### config.mk
export PLATFORM = sky130hd
export DESIGN_NAME = inst_sequencer_flat
export DESIGN_NICKNAME = d
export VERILOG_FILES = /design/src/rtl/inst_sequencer_if.sv /design/src/rtl/inst_sequencer.sv /design/src/flat_wrapper.sv
export SDC_FILE = /design/constraint.sdc
export NUM_CORES = 1
export LEC_CHECK = 0
export BUFFER_PORTS_ARGS = -buffer_cell sky130_fd_sc_hd__buf_2
export CORE_ASPECT_RATIO = 1.5
export CORE_MARGIN = 5
export CORE_UTILIZATION = 30
export DETAILED_ROUTE_END_ITERATION = 7
export GPL_TIMING_DRIVEN = 0
export PLACE_DENSITY = 0.66
export SKIP_CTS_REPAIR_TIMING = 1
export SYNTH_ARGS = -nofsm -noshare
export SYNTH_HDL_FRONTEND = slang
export SYNTH_SLANG_ARGS = --single-unit
### constraint.sdc
create_clock -name clk -period 2.5 [get_ports clk]
set_input_delay 0.25 -clock clk [delete_from_list [all_inputs] [get_ports clk]]
set_output_delay 0.25 -clock clk [all_outputs]
set_load 0.005 [all_outputs]
### src/rtl/inst_sequencer_if.sv
// Instruction-memory fetch channel: one outstanding request,
// address held while waiting for the data-valid strobe.
interface inst_sequencer_if;
  logic        imem_req;
  logic [31:0] imem_addr;
  logic        imem_rvalid;
  logic [31:0] imem_rdata;

  modport master (
    output imem_req,
    output imem_addr,
    input  imem_rvalid,
    input  imem_rdata
  );

  modport slave (
    input  imem_req,
    input  imem_addr,
    output imem_rvalid,
    output imem_rdata
  );
endinterface

### src/rtl/inst_sequencer.sv
// Multi-cycle RV32E control sequencer: FETCH -> EXEC -> WB,
// with a sticky HALT state reporting why the core stopped.
module inst_sequencer #(
  parameter logic [31:0] RESET_PC      = 32'h8000_0000,
  parameter int unsigned FETCH_TIMEOUT = 16,
  parameter int unsigned CNT_W         = 32
) (
  input  logic             clk,
  input  logic             rst,
  inst_sequencer_if.master imem,
  output logic [31:0]      inst,
  input  logic             dec_ebreak,
  input  logic             dec_illegal,
  input  logic             dec_rf_wen,
  input  logic [31:0]      next_pc,
  output logic [31:0]      pc,
  output logic             rf_we,
  output logic [CNT_W-1:0] instret,
  output logic             halted,
  output logic [2:0]       halt_code
);

  localparam int unsigned TW = $clog2(FETCH_TIMEOUT);
  localparam logic [TW-1:0] TO_LAST = TW'(FETCH_TIMEOUT - 1);
  localparam logic [31:0] NOP = 32'h0000_0013;

  typedef enum logic [1:0] {
    S_FETCH,
    S_EXEC,
    S_WB,
    S_HALT
  } state_e;

  typedef enum logic [2:0] {
    HC_NONE     = 3'd0,
    HC_EBREAK   = 3'd1,
    HC_ILLEGAL  = 3'd2,
    HC_TIMEOUT  = 3'd3,
    HC_MISALIGN = 3'd4
  } hcode_e;

  state_e             state_q, state_d;
  hcode_e             code_q, code_d;
  logic [31:0]        pc_q, pc_d;
  logic [31:0]        inst_q, inst_d;
  logic [CNT_W-1:0]   ret_q, ret_d;
  logic [TW-1:0]      tmo_q, tmo_d;

  always_ff @(posedge clk) begin
    if (rst) begin
      state_q <= S_FETCH;
      code_q  <= HC_NONE;
      pc_q    <= RESET_PC;
      inst_q  <= NOP;
      ret_q   <= '0;
      tmo_q   <= '0;
    end else begin
      state_q <= state_d;
      code_q  <= code_d;
      pc_q    <= pc_d;
      inst_q  <= inst_d;
      ret_q   <= ret_d;
      tmo_q   <= tmo_d;
    end
  end

  always_comb begin
    state_d       = state_q;
    code_d        = code_q;
    pc_d          = pc_q;
    inst_d        = inst_q;
    ret_d         = ret_q;
    tmo_d         = tmo_q;
    imem.imem_req = 1'b0;
    rf_we         = 1'b0;
    unique case (state_q)
      S_FETCH: begin
        imem.imem_req = 1'b1;
        // data arriving on the last allowed cycle still counts
        if (imem.imem_rvalid) begin
          inst_d  = imem.imem_rdata;
          tmo_d   = '0;
          state_d = S_EXEC;
        end else if (tmo_q == TO_LAST) begin
          code_d  = HC_TIMEOUT;
          state_d = S_HALT;
        end else begin
          tmo_d = tmo_q + TW'(1);
        end
      end
      S_EXEC: begin
        if (dec_ebreak) begin
          code_d  = HC_EBREAK;
          state_d = S_HALT;
        end else if (dec_illegal) begin
          code_d  = HC_ILLEGAL;
          state_d = S_HALT;
        end else if (next_pc[1:0] != 2'b00) begin
          code_d  = HC_MISALIGN;
          state_d = S_HALT;
        end else begin
          state_d = S_WB;
        end
      end
      S_WB: begin
        rf_we   = dec_rf_wen;
        pc_d    = next_pc;
        ret_d   = ret_q + CNT_W'(1);
        state_d = S_FETCH;
      end
      S_HALT: begin
        state_d = S_HALT;
      end
    endcase
  end

  assign imem.imem_addr = pc_q;
  assign inst           = inst_q;
  assign pc             = pc_q;
  assign instret        = ret_q;
  assign halted         = (state_q == S_HALT);
  assign halt_code      = code_q;

endmodule

### src/flat_wrapper.sv
// flat-port wrapper written by rule: the top's interface ports become plain ports
module inst_sequencer_flat 
#(
  parameter logic [31:0] RESET_PC      = 32'h8000_0000,
  parameter int unsigned FETCH_TIMEOUT = 16,
  parameter int unsigned CNT_W         = 32
)
  (clk, rst, inst, dec_ebreak, dec_illegal, dec_rf_wen, next_pc, pc, rf_we, instret, halted, halt_code, imem_imem_req, imem_imem_addr, imem_imem_rvalid, imem_imem_rdata);
  inst_sequencer_if imem_i ();
  input  logic clk;
  input  logic rst;
  output logic [31:0] inst;
  input  logic dec_ebreak;
  input  logic dec_illegal;
  input  logic dec_rf_wen;
  input  logic [31:0] next_pc;
  output logic [31:0] pc;
  output logic rf_we;
  output logic [CNT_W-1:0] instret;
  output logic halted;
  output logic [2:0] halt_code;
  output wire logic [$bits(imem_i.imem_req)-1:0] imem_imem_req;
  output wire logic [$bits(imem_i.imem_addr)-1:0] imem_imem_addr;
  input wire logic [$bits(imem_i.imem_rvalid)-1:0] imem_imem_rvalid;
  input wire logic [$bits(imem_i.imem_rdata)-1:0] imem_imem_rdata;
  assign imem_imem_req = imem_i.imem_req;
  assign imem_imem_addr = imem_i.imem_addr;
  assign imem_i.imem_rvalid = imem_imem_rvalid;
  assign imem_i.imem_rdata = imem_imem_rdata;
  inst_sequencer #(.RESET_PC(RESET_PC), .FETCH_TIMEOUT(FETCH_TIMEOUT), .CNT_W(CNT_W)) u_core (.clk(clk), .rst(rst), .imem(imem_i), .inst(inst), .dec_ebreak(dec_ebreak), .dec_illegal(dec_illegal), .dec_rf_wen(dec_rf_wen), .next_pc(next_pc), .pc(pc), .rf_we(rf_we), .instret(instret), .halted(halted), .halt_code(halt_code));
endmodule
==> results_tabular.tex <==
\begin{tabular}{lr}
\hline
Metric & Value \\
\hline
\multicolumn{2}{l}{\textbf{Timing}} \\
Post-route fraction of the period consumed by the critical path & 90.5\% \\
Hold violation count in the final report & 0 \\
Normalized max-slew margin & 44.0\% \\
Final setup violation count & 0 \\
Slew Limit Fails & 0 \\
Max Freq & 442 MHz \\
Final min period & 2260 ps \\
Maximum clock skew at final layout & 10.8 ps \\
Post-route worst setup slack & 237 ps \\
Slew @ Worst Pin & 833 ps \\
Setup repair after global routing missed its margin & false \\
\multicolumn{2}{l}{\textbf{Worst setup path}} \\
WS Path Type & reg -> out \\
Worst Path Required & 2250 ps \\
CP endpoint kind & output port \\
Arrival time of data at the critical path endpoint & 2010 ps \\
Worst setup SP type & flip-flop \\
Maximum fanout count along the critical path & 10 \\
\multicolumn{2}{l}{\textbf{Place}} \\
Final weighted congestion in routability-driven placement & 0.782 \\
Detailed Place HPWL & 10.1 mm \\
Pre-CTS WS & 311 ps \\
Count of input and output buffers & 202 \\
Number of placed cells counting well taps & 936 \\
Post-DP Area & 5680 um\^{}2 \\
\multicolumn{2}{l}{\textbf{Power and ir drop}} \\
Pwr per Cell Area & 596 nW/um\^{}2 \\
LEAKAGE & 2.77 nW \\
Maximum ir drop on the vdd rail & 0.294 mV \\
\multicolumn{2}{l}{\textbf{Run}} \\
Number of max-capacitance violations reported & 0 \\
\multicolumn{2}{l}{\textbf{Cells and area}} \\
Number of standard cells in the final layout excluding fillers & 954 \\
Fin nets & 823 \\
Final Util & 41.2\% \\
Area growth syn-to-layout & 35.1\% \\
Final non-filler cell area & 5980 um\^{}2 \\
Fraction of layout instances using a drive strength above 1 & 36.2\% \\
\multicolumn{2}{l}{\textbf{Global route}} \\
Number of antenna violations at the first check in global routing & 2 \\
Met2 Track Usage GR & 27.2\% \\
All-Layer GR Usage & 15.0\% \\
Remaining global-route overflow & 0 \\
GR Layer Usage met1 & 17.2\% \\
Met3 Resource Use GR & 2.88\% \\
Via count of the first global-routing pass & 4143 \\
Global-route wire length before repair & 21.0 mm \\
Global routing's busiest layer & met2 \\
Largest net degree at the start of global routing & 19 \\
\multicolumn{2}{l}{\textbf{Floorplan}} \\
Total number of placement rows & 54 \\
Initial cell density of the core & 30.5\% \\
Die boundary width & 109 um \\
Area enclosed by the die boundary & 17300 um\^{}2 \\
Die Ht & 159 um \\
IO Count & 204 \\
Placeable core region & 14500 um\^{}2 \\
\multicolumn{2}{l}{\textbf{Synth}} \\
YS warnings & 0 \\
Number of nets produced by synthesis & 610 \\
Average cell area after synthesis & 8.23 um\^{}2 \\
Number of distinct library cells after synthesis & 46 \\
Share of the yosys chip area belonging to registers & 47.5\% \\
Post-synthesis instance area & 4430 um\^{}2 \\
Flip-flop and latch count after synthesis & 105 \\
Post-synth ARST share & 0\% \\
Number of enable-type register cells in the synthesized netlist & 0 \\
Commonest register cell after synthesis & dfxtp\_1 \\
Gate count after technology mapping & 538 \\
\multicolumn{2}{l}{\textbf{Drt}} \\
Total DRC errors in the routed layout & 0 \\
Via count & 4308 \\
Average detailed-routed wire length per instance & 13.7 um \\
Final ANT Viol Nets & 0 \\
Number of optimization iterations in the first detailed-route pass & 5 \\
Detailed-route wire length & 13.1 mm \\
DRC marker count from the first detailed-route iteration & 173 \\
Routed vias/inst & 4.52 \\
\multicolumn{2}{l}{\textbf{CTS}} \\
Clock root buffer & clkbuf\_16 \\
Number of buffers added by the clock tree synthesis step & 9 \\
CTS tree & done \\
Clock sink count & 105 \\
CTS H-tree depth & 3 \\
Worst-path clk slew & 70 ps \\
Source-to-sink clock delay at the later pin of the worst-skew pair & 340 ps \\
Number of buffers on the longest clock path & 2 \\
\multicolumn{2}{l}{\textbf{Worst hold path}} \\
Path type of the worst min-delay path & in -> reg \\
\multicolumn{2}{l}{\textbf{Outcome}} \\
Outcome & completed \\
\hline
\end{tabular}
path summary, 6_finish.rpt:
kind                                        start                        end  slack [ps]  cells past startpoint
worst max-delay path            u_core.state_q[1]                      rf_we         240                      6
worst min-delay path                  next_pc[31]  u_core.imem.imem_addr[31]         120                      3
worst max register to register  u_core.instret[0]         u_core.instret[26]         330                      7
worst min register to register    u_core.inst[30]            u_core.inst[30]         450                      2
sequential cells by signal, indices dropped and copies added (netlist names):
name                   cells
u_core.instret            32
u_core.imem.imem_addr     32
u_core.inst               32
u_core.state_q             2
u_core.halt_code           3
u_core.tmo_q               4
cell usage in the layout, fill, tap and decap left out, types with 3 or more instances in the layout:
master and n:
xor2_1 6, or3_1 7, and3_2 4, nor3_1 4, and3_1 4, clkbuf_8 4, nand2_1 147, buf_4 32
a21oi_1 78, buf_2 205, dfxtp_1 105, o21ai_0 7, clkbuf_1 21, nor2_1 26, clkbuf_16 9, or4_1 9
mux2_2 4, nor4_1 3, nor2b_1 5, a311oi_1 3, xnor2_1 5, nand3_1 11, nand4_1 6, o31ai_1 8
nand3b_1 5, and2_1 3
where the power goes:
group	total (mW)	internal [mW]	switching, mW
logic	0.393	0.187	0.206
registers	1.78	1.74	0.0467
clock network	1.39	0.718	0.667
worst max-delay path, stage by stage (launching register included):
cell and delay (ps):
dfxtp_1 370, buf_2 220, nor2b_1 140, clkbuf_2 280, clkbuf_1 380, and2_1 180
buf_2 100
routing by layer:
| layer | routed length (um) | part of all wire, % |
|---|---|---|
| met3 | 692 | 5.3 |
| met4 | 211 | 1.6 |
| met2 | 6920 | 53 |
| met5 | 0 | 0 |
| met1 | 5230 | 40 |
cells in the mapped netlist (3+ instances only):
library cell  instances  area (um^2)
mux2_2                4         45.0
and3_2                4         30.0
a311oi_1              3         26.3
clkbuf_8              3         41.3
buf_2                 3         15.0
or3_1                 7         43.8
a21oi_1              78          390
xnor2_1               5         43.8
and2_1                3         18.8
o21ai_0               7         35.0
nand4_1               6         37.5
nor2_1               26         97.6
xor2_1                6         52.6
dfxtp_1             105         2100
nand3_1              11         55.1
buf_4                32          240
o31ai_1               8         60.1
nand3b_1              5         37.5
nor4_1                3         18.8
nor3_1                4         20.0
clkbuf_1             22         82.6
or4_1                 9         67.6
nand2_1             147          552
nor2b_1               5         31.3
and3_1                4         25.0
layout make-up:
type	count	area, um^2
Tap cell	196	245
Timing Repair Buffer	202	1010
Clock buffer	10	239
Clock inverter	6	51.3
Inverter	2	7.51
Fill cell	1531	8550
Multi-Input combinational cell	367	1910
Buffer	64	410
Antenna cell	2	5.00
Sequential cell	105	2100
metrics by stage:
stage | TNS [ps] | power, mW | hold slack, ps
5_1_grt | 0 | 3.74 | 116
2_1_floorplan | 0 | 2.03 | 371
6_report | 0 | 3.56 | 116
3_5_place_dp | 0 | 2.23 | 445
4_1_cts | -71.0 | 3.62 | 99.3
3_3_place_gp | 0 | 2.22 | 439
logic make-up (layout without fill, tap and decap cells):
logic type	after synthesis	count (layout)	share of synthesized area, %
AOI/OAI and AO/OA	104	104	13.1
xor gates and xnor gates	11	11	2.18
adders and majority gates	2	2	0.565
buffers and inverters	66	284	9.41
DFF	105	105	47.5
muxes	5	5	1.24
other	0	2	0
and+or+nand+nor	245	245	26.0
Note: power is estimated with default switching activity, not from simulation.
